`src/rtl/rv_pipe_pkg.sv`:
```
// Shared types and constants for the pipeline stage registers.
// Holds the handshake state encoding, the NOP instruction word and the default payload width.
package rv_pipe_pkg;

    localparam int RV_DATA_W = 160;

    localparam logic [31:0] RV_NOP = 32'h0000_0013;

    typedef enum logic [1:0] {
        EMPTY = 2'd0,
        FULL  = 2'd1,
        SKID  = 2'd2
    } pipe_state_e;

    // A stage presents data downstream whenever it holds at least one payload.
    function automatic logic rv_holds_payload(input pipe_state_e s);
        return (s != EMPTY);
    endfunction

endpackage

```
`src/rtl/sat_counter.sv`:
```
// Saturating up-counter with synchronous clear.
// Used by pipe_stage_reg to count back-pressured cycles.
module sat_counter #(
    parameter int WIDTH = 16
) (
    input  logic             clk,
    input  logic             rstn,
    input  logic             inc,
    input  logic             clear,
    output logic [WIDTH-1:0] count
);

    localparam logic [WIDTH-1:0] CNT_MAX = '1;

    logic [WIDTH-1:0] count_q;
    logic [WIDTH-1:0] count_d;

    always_comb begin
        count_d = count_q;
        if (clear) begin
            count_d = '0;
        end else if (inc && (count_q != CNT_MAX)) begin
            count_d = count_q + WIDTH'(1);
        end
    end

    always_ff @(posedge clk or negedge rstn) begin
        if (!rstn) begin
            count_q <= '0;
        end else begin
            count_q <= count_d;
        end
    end

    assign count = count_q;

endmodule

```
`src/rtl/pipe_stage_reg.sv`:
```
// Valid/ready pipeline stage register with flush and a back-pressure cycle counter.
// Define RV_PIPE_SKID_EN for the two-entry skid version with a registered in_ready.
//
// state | meaning
// EMPTY | no payload held, out_valid low
// FULL  | main register holds the payload presented downstream
// SKID  | main and skid registers both hold payloads, upstream stalled
module pipe_stage_reg
    import rv_pipe_pkg::*;
#(
    parameter int                DATA_W  = RV_DATA_W,
    parameter logic [DATA_W-1:0] RST_VAL = '0,
    parameter int                CNT_W   = 16
) (
    input  logic              clk,
    input  logic              rstn,
    input  logic              flush,
    input  logic              in_valid,
    output logic              in_ready,
    input  logic [DATA_W-1:0] in_data,
    output logic              out_valid,
    input  logic              out_ready,
    output logic [DATA_W-1:0] out_data,
    output logic [CNT_W-1:0]  stall_cnt
);

    pipe_state_e       state_q;
    pipe_state_e       state_d;
    logic              out_valid_q;
    logic              out_valid_d;
    logic [DATA_W-1:0] main_q;
    logic [DATA_W-1:0] main_d;
    logic              in_xfer;
    logic              out_xfer;

    assign in_xfer  = in_valid && in_ready;
    assign out_xfer = out_valid_q && out_ready;

`ifdef RV_PIPE_SKID_EN

    logic [DATA_W-1:0] skid_q;
    logic [DATA_W-1:0] skid_d;
    logic              in_ready_q;
    logic              in_ready_d;

    always_comb begin
        state_d = state_q;
        main_d  = main_q;
        skid_d  = skid_q;
        if (flush) begin
            state_d = EMPTY;
            main_d  = RST_VAL;
            skid_d  = RST_VAL;
        end else begin
            case (state_q)
                EMPTY: begin
                    if (in_xfer) begin
                        state_d = FULL;
                        main_d  = in_data;
                    end
                end
                FULL: begin
                    if (in_xfer && out_xfer) begin
                        main_d = in_data;
                    end else if (out_xfer) begin
                        state_d = EMPTY;
                    end else if (in_xfer) begin
                        state_d = SKID;
                        skid_d  = in_data;
                    end
                end
                SKID: begin
                    // in_ready is low here, so only the downstream side can move.
                    if (out_xfer) begin
                        state_d = FULL;
                        main_d  = skid_q;
                    end
                end
                default: begin
                    state_d = EMPTY;
                end
            endcase
        end
        out_valid_d = rv_holds_payload(state_d);
        in_ready_d  = (state_d != SKID);
    end

    always_ff @(posedge clk or negedge rstn) begin
        if (!rstn) begin
            skid_q     <= RST_VAL;
            in_ready_q <= 1'b1;
        end else begin
            skid_q     <= skid_d;
            in_ready_q <= in_ready_d;
        end
    end

    assign in_ready = in_ready_q;

`else

    always_comb begin
        state_d = state_q;
        main_d  = main_q;
        if (flush) begin
            state_d = EMPTY;
            main_d  = RST_VAL;
        end else begin
            case (state_q)
                EMPTY: begin
                    if (in_xfer) begin
                        state_d = FULL;
                        main_d  = in_data;
                    end
                end
                FULL: begin
                    // in_ready is low while full and stalled, so input-only cannot occur.
                    if (in_xfer) begin
                        main_d = in_data;
                    end else if (out_xfer) begin
                        state_d = EMPTY;
                    end
                end
                default: begin
                    state_d = EMPTY;
                end
            endcase
        end
        out_valid_d = rv_holds_payload(state_d);
    end

    assign in_ready = !out_valid_q || out_ready;

`endif

    always_ff @(posedge clk or negedge rstn) begin
        if (!rstn) begin
            state_q     <= EMPTY;
            out_valid_q <= 1'b0;
            main_q      <= RST_VAL;
        end else begin
            state_q     <= state_d;
            out_valid_q <= out_valid_d;
            main_q      <= main_d;
        end
    end

    assign out_valid = out_valid_q;
    assign out_data  = main_q;

    // Flush leaves the statistic alone; only reset clears it.
    sat_counter #(
        .WIDTH (CNT_W)
    ) u_stall_cnt (
        .clk   (clk),
        .rstn  (rstn),
        .inc   (out_valid_q && !out_ready),
        .clear (1'b0),
        .count (stall_cnt)
    );

endmodule

```
`config.mk`:
```
export PLATFORM = sky130hd
export DESIGN_NAME = pipe_stage_reg
export DESIGN_NICKNAME = d
export VERILOG_FILES = /design/src/rtl/rv_pipe_pkg.sv /design/src/rtl/sat_counter.sv /design/src/rtl/pipe_stage_reg.sv
export SDC_FILE = /design/constraint.sdc
export NUM_CORES = 1
export LEC_CHECK = 0
export BUFFER_PORTS_ARGS = -buffer_cell sky130_fd_sc_hd__buf_2
export CAP_MARGIN = 0
export CORE_AREA = 5 5 131 133
export CTS_BUF_LIST = sky130_fd_sc_hd__clkbuf_8
export CTS_CLUSTER_SIZE = 10
export DETAILED_ROUTE_END_ITERATION = 8
export DIE_AREA = 0 0 136 138
export PLACE_DENSITY = 0.73
export SLEW_MARGIN = 20
export SYNTH_ARGS = -nofsm -noshare
export SYNTH_HDL_FRONTEND = slang
export SYNTH_SLANG_ARGS = --single-unit
```
`constraint.sdc`:
```
create_clock -name clk -period 3.1 [get_ports clk]
set_input_delay 0.465 -clock clk [delete_from_list [all_inputs] [get_ports clk]]
set_output_delay 0.465 -clock clk [all_outputs]
set_load 0.005 [all_outputs]
```
# == Word level (Yosys, flattened, before mapping) ==
# Index checks and enable logic that the tools add are counted.
# word_totals
reg_bits,179
latch_bits,0
ram_bits,0
rom_bits,0
in_bits,165
out_inout_bits,178
elab_cells,28
memories,0
# op_classes
addsub,1
mul,0
n_div,0
order_cmp,0
eq_ne,2
shifts,0
muxes,8
bitwise,0
reduce_logical,13
# op_table
op,n
two-way mux 160 bit,3
"adder 16 x 1 -> 16 bit, second input constant",1
"inequality test 16 bit, second input constant",1
two-way mux 2 bit,4
nonzero test 2 bit,3
logical AND 1 bit,4
one-hot mux 2 bit (2 select lines),1
"equality test 2 x 1 -> 1 bit, second input constant",1
logical NOT 1 bit,2
logical NOT 2 bit,1
AND reduction 2 bit,1
OR reduction 2 bit,1
logical OR 1 bit,1

# == Logic depth before layout (Yosys ltp) ==
# Gate-level depths: netlist (run 1).
# logic_depth
ltp_word,7
mapped_depth,7
depth_no_buf,5

# == Cells and area by module ==
# Synthesis (run 1) repeated with hierarchy kept, for this count alone.
# unflattened
hier_cells,466
hier_area_um2,6675.2
# modules_own_cells
mod,instances,cells_each,area_each_um2,seq_area_each_um2
pipe_stage_reg,1,368,5733.0,4078.9
sat_counter,1,98,942.2,400.4

# == Worst setup path before layout (run 1) ==
# Ideal clock, no wire load.
# synth_timing
kind,reg-to-reg
start,register u_stall_cnt.count_q[0] (netlist: u_stall_cnt.count[0])
end,register u_stall_cnt.count_q[14] (netlist: u_stall_cnt.count[14])
setup_time_ns,0.138
t_arrival_ns,1.523
required_time_ns,2.962
slack_ns,1.438
path_stages_with_launch,7
n_path_buf,1
synth_period_minus_slack_ns,1.662
path_cell_list,dfrtp_1 -> ha_1 -> nand4_1 -> nor4_4 -> buf_2 -> nor4_1 -> xor2_1
# synth_via
elab_chain_cells,2
elab_cells_between_ends,3
classes_between,add/sub (1); eq/ne (1); reduce/logical (1)
# synth_rtl
item,line_no,source
start: declaration,sat_counter.sv:15,logic [WIDTH-1:0] count_q;
start signal: assignment,sat_counter.sv:31,count_q <= count_d;
branches (longest 2 deep; another with adder 16 x 1 -> 16 bit),-,
# Several ways; the timed one is not identified.
# A chain may end at the register's enable or synchronous reset.

# == Worst setup path after layout (run 1) ==
# layout_timing
start,register u_stall_cnt.count_q[0] (netlist: u_stall_cnt.count[0])
end,register u_stall_cnt.count_q[1] (netlist: u_stall_cnt.count[1])
# Same word-level chain as after synthesis.

==> metrics.md, run 1 <==
| Metric | Value |
|---|---|
| Pleak | ~5 nW |
| Largest cells by area after synthesis | dfrtp_1, a22o_1, xor2_1 |
| Filler cells | between 1,000 and 1,500 |
| Synth Cell Area | between 6000 and 7000 sq um |
| Main synth FF type | dfrtp_1 |
| Top-area cell type share of the netlist area | 0.687 |
| Antenna violations before repair | 0 |
| Final HPWL DP | 13,400 um |
| Synth-to-layout area growth | 35.8% |
| Final number of setup-violating endpoints | 0 |
| Netlist cell types | 27 |
| Setup TNS | 0 ns |
| CP endpoint kind | flop |
| Io pins | between 300 and 400 |
| CTS tree | yes |
| Path category of the worst min-delay check | input pin to asynchronous set/reset pin |
| DRT iter0 DRCs | 188 |
| Detail Route Antenna Nets | 0 |
| Final-stage net count | ~940 |
| Power density over the cells | 528 nW/um^2 |
| Final Cycle Share | 0.644 |
| Hold_buf cts | 0 |
| N_diodes | 0 |
| Pre-antenna DRT Iters | 4 |
| Slew Limit Headroom | 0.541 |
| Layout cell share with drive strength beyond 1 | 0.492 |
| Pre-CTS WS | ~1.1 ns |
| Synthesis-stage register bit count | roughly 180 |
| Clk buf depth | 2 |
| Syn Area/Cell | between 10 and 15 sq um |
| Via count | 5,153 |
| Global-route wire length before repair | a little under 30,000 um |
| Sequential fraction of the synthesis area | 0.687 |
| Failing checks | negative hold slack |
| Pin count of the biggest net entering global routing | 95 |
| DIE AREA | approximately 19,000 sq um |
| Initial Util | 0.415 |
| VDD IR-drop max | between 0.2 and 0.3 mV |
| Setup ws final | 1.10 ns |
| Post-Synthesis Cells | between 400 and 500 |
| Max Cap Violations | 0 |
| Final Max Slew Viols | 0 |
| Avg WL per Cell | 18.5 um |
| Final Hold Vio Count | 4 |
| CTS root buf | clkbuf_8 |
| Vias in the first global route | between 5,000 and 6,000 |
| Max Clock Skew | ~0.013 ns |
| Drt total wl | 18,600 um |
| Resized Gates After CTS | 0 |
| Post-route minimum period | between 1.5 and 2 ns |
| EDFF count, synth | 0 |
| Reg2Reg Launch Point | u_stall_cnt.count[0]$_DFFE_PN0P_ |
| Worst-skew pair later-pin latency | 0.45 ns |
| CP Class | flop to flop |
| CTS buffer count | 17 |
| Cell with the most instances after synthesis | dfrtp_1 |
| Number of remaining DRC errors | 0 |
| H-tree levels | 4 |
| Die width | around 140 um |
| Total GRT Usage | 0.193 |
| Worst hold slack | -0.00404 ns |
| Worst-margin pin slew | between 0.6 and 0.7 ns |
| Port bufs | 342 |
| Clock transition at path regs | approximately 0.10 ns |
| RD Place Congestion | 0.801 |
| Clk sinks | roughly 180 |
| RSZ-0062 raised after global routing | false |
| Synth async-reset ratio | 1.00 |
| Synth warn | 0 |
| Synth top cells by count | dfrtp_1, a22o_1, buf_2 |
| Vias/cell | slightly above 5 |
| Setup crit start | u_stall_cnt.count[0]$_DFFE_PN0P_ |
| Total congestion overflow | 0 |
| Core ar. | between 15,000 and 20,000 sq um |
| Die Ht | approximately 140 um |
| Area leader, netlist | dfrtp_1 |
| Row count | 46 |
| Syn_nets | between 600 and 700 |
| Status | finished with violations |
| Max Clk Rate | approximately 0.50 GHz |
| CP required | 3.44 ns |
| CP Max Fanout | 14 |
| Post-CTS setup buffer count | 0 |
| Setup crit start kind | flop |
| Worst EP arrival | ~2.3 ns |
sequential cells by signal (all words and copies together), names as in the netlist:
name               flops
out_valid              1
state_q                2
u_stall_cnt.count     16
out_data             160
worst paths after layout:
| check | to | slack, ns | depth (start not counted) |
|---|---|---|---|
| max | u_stall_cnt.count[1]$_DFFE_PN0P_ | 1.10 | 5 |
| min in group clk | out_data[137]$_DFFE_PN0P_ | 0.23 | 2 |
| min reg2reg | out_data[100]$_DFFE_PN0P_ | 0.50 | 1 |
| min | out_data[19]$_DFFE_PN0P_ | -0.004 | 1 |
| max reg2reg | u_stall_cnt.count[1]$_DFFE_PN0P_ | 1.10 | 5 |
| max in group asynchronous | out_data[7]$_DFFE_PN0P_ | 2.23 | 2 |
cells by family (layout without fill, tap and decap cells):
kind of cell	after synthesis	count (layout)	share of synthesized area
flops	179	179	0.687
mux	2	2	0.00346
compound gates	162	162	0.219
simple gates	44	44	0.0411
buf+inv	39	385	0.0278
other cells	1	1	0.000575
fa+ha+maj	1	1	0.00192
xor+xnor	14	14	0.0188
metrics by stage:
| step | utilization | total power (W) | instances | area [sq um] | hold WS, ns |
|---|---|---|---|---|---|
| after global placement | 0.538 | 0.00312 | 972 | 8450 | 0.478 |
| final | 0.563 | 0.00468 | 1004 | 8850 | -0.00404 |
| after CTS | 0.563 | 0.00473 | 1004 | 8850 | 0.00362 |
| after detailed placement | 0.538 | 0.00314 | 972 | 8450 | 0.476 |
| after global routing | 0.563 | 0.00491 | 1004 | 8850 | 0.00719 |
| after floorplan | - | 0.00279 | 442 | 6520 | 0.169 |
critical path, stage by stage (launching register included):
cell and delay (ns):
dfrtp_1 0.41, ha_1 0.21, nand4_1 0.15, nor4_4 0.64, nor2_1 0.16, mux2_2 0.31
routing by layer:
| metal | share of wire | track usage | up-vias |
|---|---|---|---|
| met5 | 0 | 0 | - |
| met4 | 0.028 | 0.0706 | 0 |
| met3 | 0.092 | 0.0708 | 33 |
| met2 | 0.47 | 0.304 | 240 |
| met1 | 0.41 | 0.243 | 2525 |
| li1 | - | - | 2355 |
where the power goes:
part           switching [W]  internal, W
clock               0.000883     0.000708
sequential         0.0000861      0.00246
combinational       0.000269     0.000271
total                0.00124      0.00344
layout make-up:
class	instances	area [sq um]	share of cell area
sequential	179	4480	0.506
multi-input combinational	224	1860	0.210
timing repair buffer	351	1840	0.207
tap	216	270	0.0305
clock buffer	19	262	0.0295
clock inverter	13	139	0.0157
inverter	2	7.51	0.000848
cells in the final DEF, fill, tap and decap left out, drive strengths merged, types with 2 or more instances in the layout:
cell type / instances
xor2: 13
clkinv: 2
a22o: 160
nand3: 3
nor3: 6
clkinvlp: 3
buf: 351
clkbuf: 19
nand4: 5
nor3b: 2
nor2: 2
mux2: 2
nor4: 9
dfrtp: 179
inv: 9
and3: 3
nand2: 10
(Power assumes the default switching activity.)
==> inputs of run 2 (changes only) <==
--- a/config.mk
+++ b/config.mk
@@ -7,12 +7,12 @@
 export LEC_CHECK = 0
 export BUFFER_PORTS_ARGS = -buffer_cell sky130_fd_sc_hd__buf_2
 export CAP_MARGIN = 0
-export CORE_AREA = 5 5 131 133
+export CORE_AREA = 5 5 129 131
 export CTS_BUF_LIST = sky130_fd_sc_hd__clkbuf_8
 export CTS_CLUSTER_SIZE = 10
 export DETAILED_ROUTE_END_ITERATION = 8
-export DIE_AREA = 0 0 136 138
-export PLACE_DENSITY = 0.73
+export DIE_AREA = 0 0 134 136
+export PLACE_DENSITY = 0.75
 export SLEW_MARGIN = 20
 export SYNTH_ARGS = -nofsm -noshare
 export SYNTH_HDL_FRONTEND = slang
==> constraint.sdc (replaced) <==
create_clock -name clk -period 1.9 [get_ports clk]
set_input_delay 0.285 -clock clk [delete_from_list [all_inputs] [get_ports clk]]
set_output_delay 0.285 -clock clk [all_outputs]
set_load 0.005 [all_outputs]
==> metrics.md, run 2 (synthesis results as in run 1) <==
| Metric | Value |
|---|---|
| Status | finished clean |
| Hold path startpoint | in_data[86] |
| Pre-antenna DRT Iters | 5 (+1) |
| Io pins | 343 (unchanged) |
| Highest Signal Layer | met4 |
| Filler cells | 1,307 (-5.7%) |
| Via count | 5,192 (+0.76%) |
| Max Cap Violations | 0 (unchanged) |
| Max Clk Rate | 0.589 GHz (+18%) |
| N_diodes | 0 (unchanged) |
| RSZ-0062 raised after global routing | false |
| CTS root buf | clkbuf_8 |
| Final Cycle Share | 0.893 (+0.249) |
| Register area | 4480 sq um (unchanged) |
| Setup crit start | u_stall_cnt.count[0]$_DFFE_PN0P_ |
| Post-route minimum period | 1.70 ns (-0.299 ns) |
| CP Max Fanout | 4 (-10) |
| RD Place Congestion | 0.833 (+4.0%) |
| CP required | 2.23 ns (-1.21 ns) |
| Vias/cell | 5.28 (+2.9%) |
| Final Hold Vio Count | 0 (-4) |
| Reg2Reg Launch Point | u_stall_cnt.count[0]$_DFFE_PN0P_ |
| Total GRT Usage | 0.202 (+0.00931) |
| Delay-heaviest family, CP | simple AND/OR/NAND/NOR gates |
| Row count | 46 (unchanged) |
| Worst hold slack | 0.0564 ns (+0.0605 ns) |
| Total congestion overflow | 0 (unchanged) |
| Final Max Slew Viols | 0 (unchanged) |
| Slowest stage cell, crit path | dfrtp_1 |
| Setup TNS | 0 ns (unchanged) |
| DRT iter0 DRCs | 241 (+28%) |
| Antenna violations before repair | 0 (unchanged) |
| Die width | 134 um (-1.5%) |
| Number of remaining DRC errors | 0 (unchanged) |
| Pleak | 5.06 nW (+0.79%) |
| Synth-to-layout area growth | 36.8% |
| Die Ht | 136 um (-1.4%) |
| Setup crit start kind | flop |
| Vias in the first global route | 5,331 (-0.28%) |
| Buf/Inv on CP | 0 (unchanged) |
| Worst-skew pair later-pin latency | 0.44 ns (about the same) |
| Clk sinks | 179 (unchanged) |
| Detail Route Antenna Nets | 0 (unchanged) |
| Final number of setup-violating endpoints | 0 (unchanged) |
| Power density over the cells | 878 nW/um^2 (+66%) |
| Dpl cell area | 8450 sq um (about the same) |
| Most frequent cells in the layout | buf_2, dfrtp_1, a22o_1 |
| Layout cell share with drive strength beyond 1 | 0.493 (+0.000661) |
| Setup ws final | 0.203 ns (-0.901 ns) |
| Max Clock Skew | 0.0113 ns (-0.00189 ns) |
| Core ar. | 15,500 sq um (-1.5%) |
| CP max stage delay | 0.41 ns (-0.23 ns) |
| CP Class | flop to flop |
| Clk buf depth | 2 (unchanged) |
| CTS tree | yes |
| Final HPWL DP | 13,400 um (-0.31%) |
| DR WL met3 | 1550 um (-9.4%) |
| H-tree levels | 4 (unchanged) |
| Clock transition at path regs | 0.10 ns (about the same) |
| Initial Util | 0.421 (+0.00617) |
| Global-route wire length before repair | 28,800 um (-0.28%) |
| Path category of the worst min-delay check | input pin to flop |
| Final Util | 0.576 (+0.0125) |
| Final-stage net count | 944 (+0.32%) |
| M1 WL | 7620 um (+0.42%) |
| Pin count of the biggest net entering global routing | 94 (-1.1%) |
| Met2 routed WL | 9290 um (+6.0%) |
| Worst EP arrival | 2.03 ns (-0.31 ns) |
| VDD IR-drop max | 0.442 mV (+60%) |
| CP Cell Sequence | ha_1 > and4_1 > nand2_1 > nor4b_2 > mux2_2 |
| CP endpoint kind | flop |
| DIE AREA | 18,200 sq um (-2.9%) |
| Pre-CTS WS | 0.157 ns (-0.946 ns) |
| CTS buffer count | 17 (unchanged) |
| Max FFs per register | 160 (unchanged) |
| Port bufs | 342 (unchanged) |
| Finished Cell Area | 8910 sq um (+0.72%) |
| Commonest non-fill, non-tap cell in the layout | buf_2 |
| Avg WL per Cell | 19.1 um (+2.9%) |
| Drt total wl | 18,700 um (+0.78%) |
| Post-CTS setup buffer count | 0 (unchanged) |
| Multi-input gate area | 1870 sq um (+0.47%) |
-- run 2: cell type report --
type / count / share of cell area
clock buffer: 19 / 0.0293
clock inverter: 13 / 0.0192
inverter: 2 / 0.000842
multi-input combinational: 224 / 0.209
sequential: 179 / 0.503
tap: 192 / 0.0270
timing repair buffer: 354 / 0.212
-- run 2: path summary, 6_finish.rpt --
| kind | to | slack, ns | depth (start not counted) |
|---|---|---|---|
| setup / recovery | u_stall_cnt.count[12]$_DFFE_PN0P_ | 0.20 | 5 |
| hold / removal | out_data[86]$_DFFE_PN0P_ | 0.06 | 2 |
| setup reg to reg | u_stall_cnt.count[12]$_DFFE_PN0P_ | 0.20 | 5 |
| hold reg to reg | out_data[52]$_DFFE_PN0P_ | 0.50 | 1 |
| max in group asynchronous | out_data[48]$_DFFE_PN0P_ | 0.94 | 3 |
| min in group asynchronous | out_data[0]$_DFFE_PN0P_ | 0.32 | 2 |
-- run 2: per-stage QoR --
stage | total power [W] | std cells
final | 0.00783 | 983
after global routing | 0.00819 | 983
after CTS | 0.00793 | 982
after detailed placement | 0.00513 | 949
after global placement | 0.00511 | 949
after floorplan | 0.00455 | 442
-- run 2: report_power, final --
group | total (W) | leakage, nW | internal [W] | switching, W
clock | 0.00278 | 0.213 | 0.00139 | 0.00138
sequential | 0.00416 | 2.43 | 0.00401 | 0.000147
combinational | 0.000893 | 2.43 | 0.000453 | 0.000440
-- run 2: what timing repair did --
item                                    in CTS  in global routing
endpoints found under the setup margin       0                  3
endpoints found under the hold margin       33                  1
resized for setup                            0                  2
hold buffers                                 1                  1
-- run 2: worst register-to-register path: stages, from the launching register on --
cell,delay [ns]
dfrtp_1,0.41
ha_1,0.21
and4_1,0.26
nand2_1,0.11
nor4b_2,0.24
mux2_2,0.36
-- run 2: metal layers --
| layer | vias up | GRT usage |
|---|---|---|
| met5 | - | 0 |
| met4 | 0 | 0.0520 |
| met3 | 18 | 0.0733 |
| met2 | 241 | 0.327 |
| met1 | 2567 | 0.260 |
| li1 | 2366 | - |
==> inputs of run 3 (changes only) <==
--- a/config.mk
+++ b/config.mk
@@ -5,14 +5,15 @@
 export SDC_FILE = /design/constraint.sdc
 export NUM_CORES = 1
 export LEC_CHECK = 0
+export ABC_AREA = 1
 export BUFFER_PORTS_ARGS = -buffer_cell sky130_fd_sc_hd__buf_2
 export CAP_MARGIN = 0
-export CORE_AREA = 5 5 129 131
+export CORE_AREA = 2 2 131 133
 export CTS_BUF_LIST = sky130_fd_sc_hd__clkbuf_8
 export CTS_CLUSTER_SIZE = 10
 export DETAILED_ROUTE_END_ITERATION = 8
-export DIE_AREA = 0 0 134 136
-export PLACE_DENSITY = 0.75
+export DIE_AREA = 0 0 133 135
+export PLACE_DENSITY = 0.78
 export SLEW_MARGIN = 20
 export SYNTH_ARGS = -nofsm -noshare
 export SYNTH_HDL_FRONTEND = slang
==> metrics.md, run 3 <==
| Metric | Value |
|---|---|
| Layout cell share with drive strength beyond 1 | 0.345 (-0.148) |
| Clk sinks | 179 (unchanged) |
| Largest cells by area after synthesis | dfrtp_1, nand3_1, inv_1 |
| Top-area cell type share of the netlist area | 0.583 (-0.104) |
| Clock Power Share | 0.319 (-0.036) |
| Avg WL per Cell | 14.9 um (-22%) |
| Max Cap Violations | 0 (unchanged) |
| Setup ws final | 0.221 ns (+0.0183 ns) |
| CTS tree | yes |
| Final-stage net count | 1,339 (+42%) |
| CP endpoint kind | flop |
| RSZ-0062 raised after global routing | false |
| Clk buf depth | 2 (unchanged) |
| Via count | 6,914 (+33%) |
| Total congestion overflow | 0 (unchanged) |
| Sw Pwr | 0.00225 W (+14%) |
| Vias in the first global route | 6,626 (+24%) |
| Die Ht | 135 um (-0.74%) |
| Vias/cell | 4.91 (-7.0%) |
| CTS root buf | clkbuf_8 |
| Reg2Reg Launch Point | u_stall_cnt.count[0]$_DFFE_PN0P_ |
| Port bufs | 342 (unchanged) |
| RD Place Congestion | 0.794 (-4.6%) |
| Final Cycle Share | 0.884 (-0.00962) |
| CP required | 2.23 ns (about the same) |
| Sw Share | 0.284 (+0.0319) |
| Post-Synthesis Cells | 849 (+92%) |
| CP Max Fanout | 18 (+14) |
| Syn_nets | 1,015 (+67%) |
| Final Util | 0.609 (+0.0331) |
| Cell with the most instances after synthesis | dfrtp_1 |
| Area leader, netlist | dfrtp_1 |
| DRT iter0 DRCs | 405 (+68%) |
| Filler cells | 1,422 (+8.8%) |
| Placed insts | 1,373 (+45%) |
| CTS buffer count | 17 (unchanged) |
| Max Clk Rate | 0.596 GHz (+1.1%) |
| Antenna violations before repair | 2 (+2) |
| H-tree levels | 4 (unchanged) |
| Number of remaining DRC errors | 0 (unchanged) |
| Final Hold Vio Count | 0 (unchanged) |
| VDD IR-drop max | 0.473 mV (+6.9%) |
| DIE AREA | 18,000 sq um (-1.5%) |
| Synth async-reset ratio | 1.00 (unchanged) |
| Drt total wl | 21,000 um (+12%) |
| Netlist cell types | 28 (+3.7%) |
| Final number of setup-violating endpoints | 0 (unchanged) |
| Commonest non-fill, non-tap cell in the layout | buf_2 |
| Io pins | 343 (unchanged) |
| Path category of the worst min-delay check | input pin to flop |
| Cell Int Power | 0.00567 W (-3.1%) |
| Max FFs per register | 160 (unchanged) |
| Status | finished clean |
| Synth-to-layout area growth | 30.0% |
| Fin cells | 1,407 (+43%) |
| Synth warn | 0 (unchanged) |
| Pre-CTS WS | 0.252 ns (+0.0948 ns) |
| Synthesis-stage register bit count | 179 (unchanged) |
| DR WL met3 | 1640 um (+5.8%) |
| Highest Signal Layer | met4 |
| Global-route wire length before repair | 33,200 um (+15%) |
| Synth Cell Area | 7680 sq um (+18%) |
| Pleak | 5.80 nW (+15%) |
| Die width | 133 um (-0.75%) |
| Syn Area/Cell | 9.05 sq um (-39%) |
| Combinational share of power | 0.146 (+0.032) |
| Setup crit start | u_stall_cnt.count[0]$_DFFE_PN0P_ |
| Most frequent cells in the layout | buf_2, dfrtp_1, inv_1 |
| Pin count of the biggest net entering global routing | 96 (+2.1%) |
| Setup TNS | 0 ns (unchanged) |
| Total GRT Usage | 0.233 (+0.0309) |
| EDFF count, synth | 0 (unchanged) |
| Worst-skew pair later-pin latency | 0.45 ns (about the same) |
| Main synth FF type | dfrtp_1 |
| Setup crit start kind | flop |
| Pre-antenna DRT Iters | 5 (unchanged) |
| Clock transition at path regs | 0.10 ns (about the same) |
| M1 WL | 8520 um (+12%) |
| Sequential fraction of design power | 0.535 (+0.004) |
| Worst EP arrival | 2.01 ns (-0.02 ns) |
| Final Max Slew Viols | 0 (unchanged) |
| Met2 routed WL | 10,400 um (+12%) |
| Detail Route Antenna Nets | 0 (unchanged) |
| Power density over the cells | 793 nW/um^2 (-9.7%) |
| CP Class | flop to flop |
| Final HPWL DP | 14,700 um (+10%) |
| Row count | 47 (+2.2%) |
| Hold path startpoint | in_data[70] |
| Core ar. | 16,400 sq um (+6.0%) |
| Sequential fraction of the synthesis area | 0.583 (-0.104) |
| Max Clock Skew | 0.0132 ns (+0.00194 ns) |
| Initial Util | 0.468 (+0.0473) |
| Synth top cells by count | dfrtp_1, inv_1, nand3_1 |
| Resized Gates After CTS | 0 (unchanged) |
| Post-route minimum period | 1.68 ns (-0.0183 ns) |
## run 3: cell count changes in the layout (fill, tap and decap cells not counted), moves of 8 or more
| cell | delta |
|---|---|
| a22o_1 | -160 |
| o21ai_0 | +103 |
| nor2_1 | +13 |
| inv_1 | +171 |
| nand3_1 | +166 |
| xor2_1 | -11 |
| o21ai_1 | +62 |
| nor4_1 | -8 |
| nand2_1 | +48 |
## run 3: power by group through the flow
stage | sequential (W) | combinational [W] | clock (W)
3_3_place_gp | 0.00430 | 0.00115 | 0
2_1_floorplan | 0.00431 | 0.000514 | 0
6_report | 0.00424 | 0.00116 | 0.00252
4_1_cts | 0.00424 | 0.00117 | 0.00259
3_5_place_dp | 0.00431 | 0.00117 | 0
5_1_grt | 0.00428 | 0.00131 | 0.00277
## run 3: through the flow
step                hold slack, ns  power (W)  area [sq um]
finish                      0.0584    0.00792          9990
global route                0.0208    0.00835          9990
CTS                         0.0194    0.00800          9990
detailed placement           0.258    0.00548          9590
global placement             0.261    0.00545          9590
floorplan                  -0.0106    0.00483          7680
## run 3: worst max-delay path, stage by stage, from the launching register on
cell and delay [ns]:
dfrtp_1 0.45, ha_1 0.27, inv_1 0.07, nor2_2 0.12
nand2_2 0.10, nor2_4 0.14, nor2_4 0.03, buf_4 0.20
nand2_1 0.08, o21ai_0 0.09
## run 3: worst paths after layout
kind	endpoint	slack (ns)	depth (start not counted)
setup reg to reg	u_stall_cnt.count[4]$_DFFE_PN0P_	0.22	9
min in group asynchronous	out_data[26]$_DFFE_PN0P_	0.35	2
hold reg to reg	out_data[38]$_DFFE_PN0P_	0.51	2
setup / recovery	u_stall_cnt.count[4]$_DFFE_PN0P_	0.22	9
hold / removal	out_data[70]$_DFFE_PN0P_	0.06	3
max in group asynchronous	out_data[104]$_DFFE_PN0P_	0.85	3
## run 3: cell type report
cell class / instances / area, sq um / area share
inverters: 176 / 666 / 0.0666
repair buffers: 358 / 1950 / 0.196
flip-flops and latches: 179 / 4480 / 0.448
clock inverters: 13 / 121 / 0.0122
diodes: 1 / 2.50 / 0.000251
well taps: 220 / 275 / 0.0276
multi-input cells: 441 / 2230 / 0.223
clock buffers: 19 / 262 / 0.0262
## run 3: repair_timing
action / CTS / global route
hold buffers: 1 / 0
hold endpoints to repair: 39 / 0
buffers inserted: 0 / 0
## run 3: cell families (layout without fill, tap and decap cells)
logic type / after synthesis / in the layout / synth area share
adders and majority gates: 1 / 1 / 0.00163
other: 1 / 2 / 0.000488
xor gates and xnor gates: 6 / 6 / 0.00684
and+or+nand+nor: 261 / 261 / 0.166
buffers and inverters: 229 / 566 / 0.127
AOI/OAI and AO/OA: 172 / 172 / 0.115
DFF: 179 / 179 / 0.583
## run 3: layer usage
metal / vias up / GRT usage
li1: 3365 / -
met1: 3235 / 0.289
met2: 275 / 0.388
met3: 39 / 0.0732
met4: 0 / 0.0795
met5: - / 0
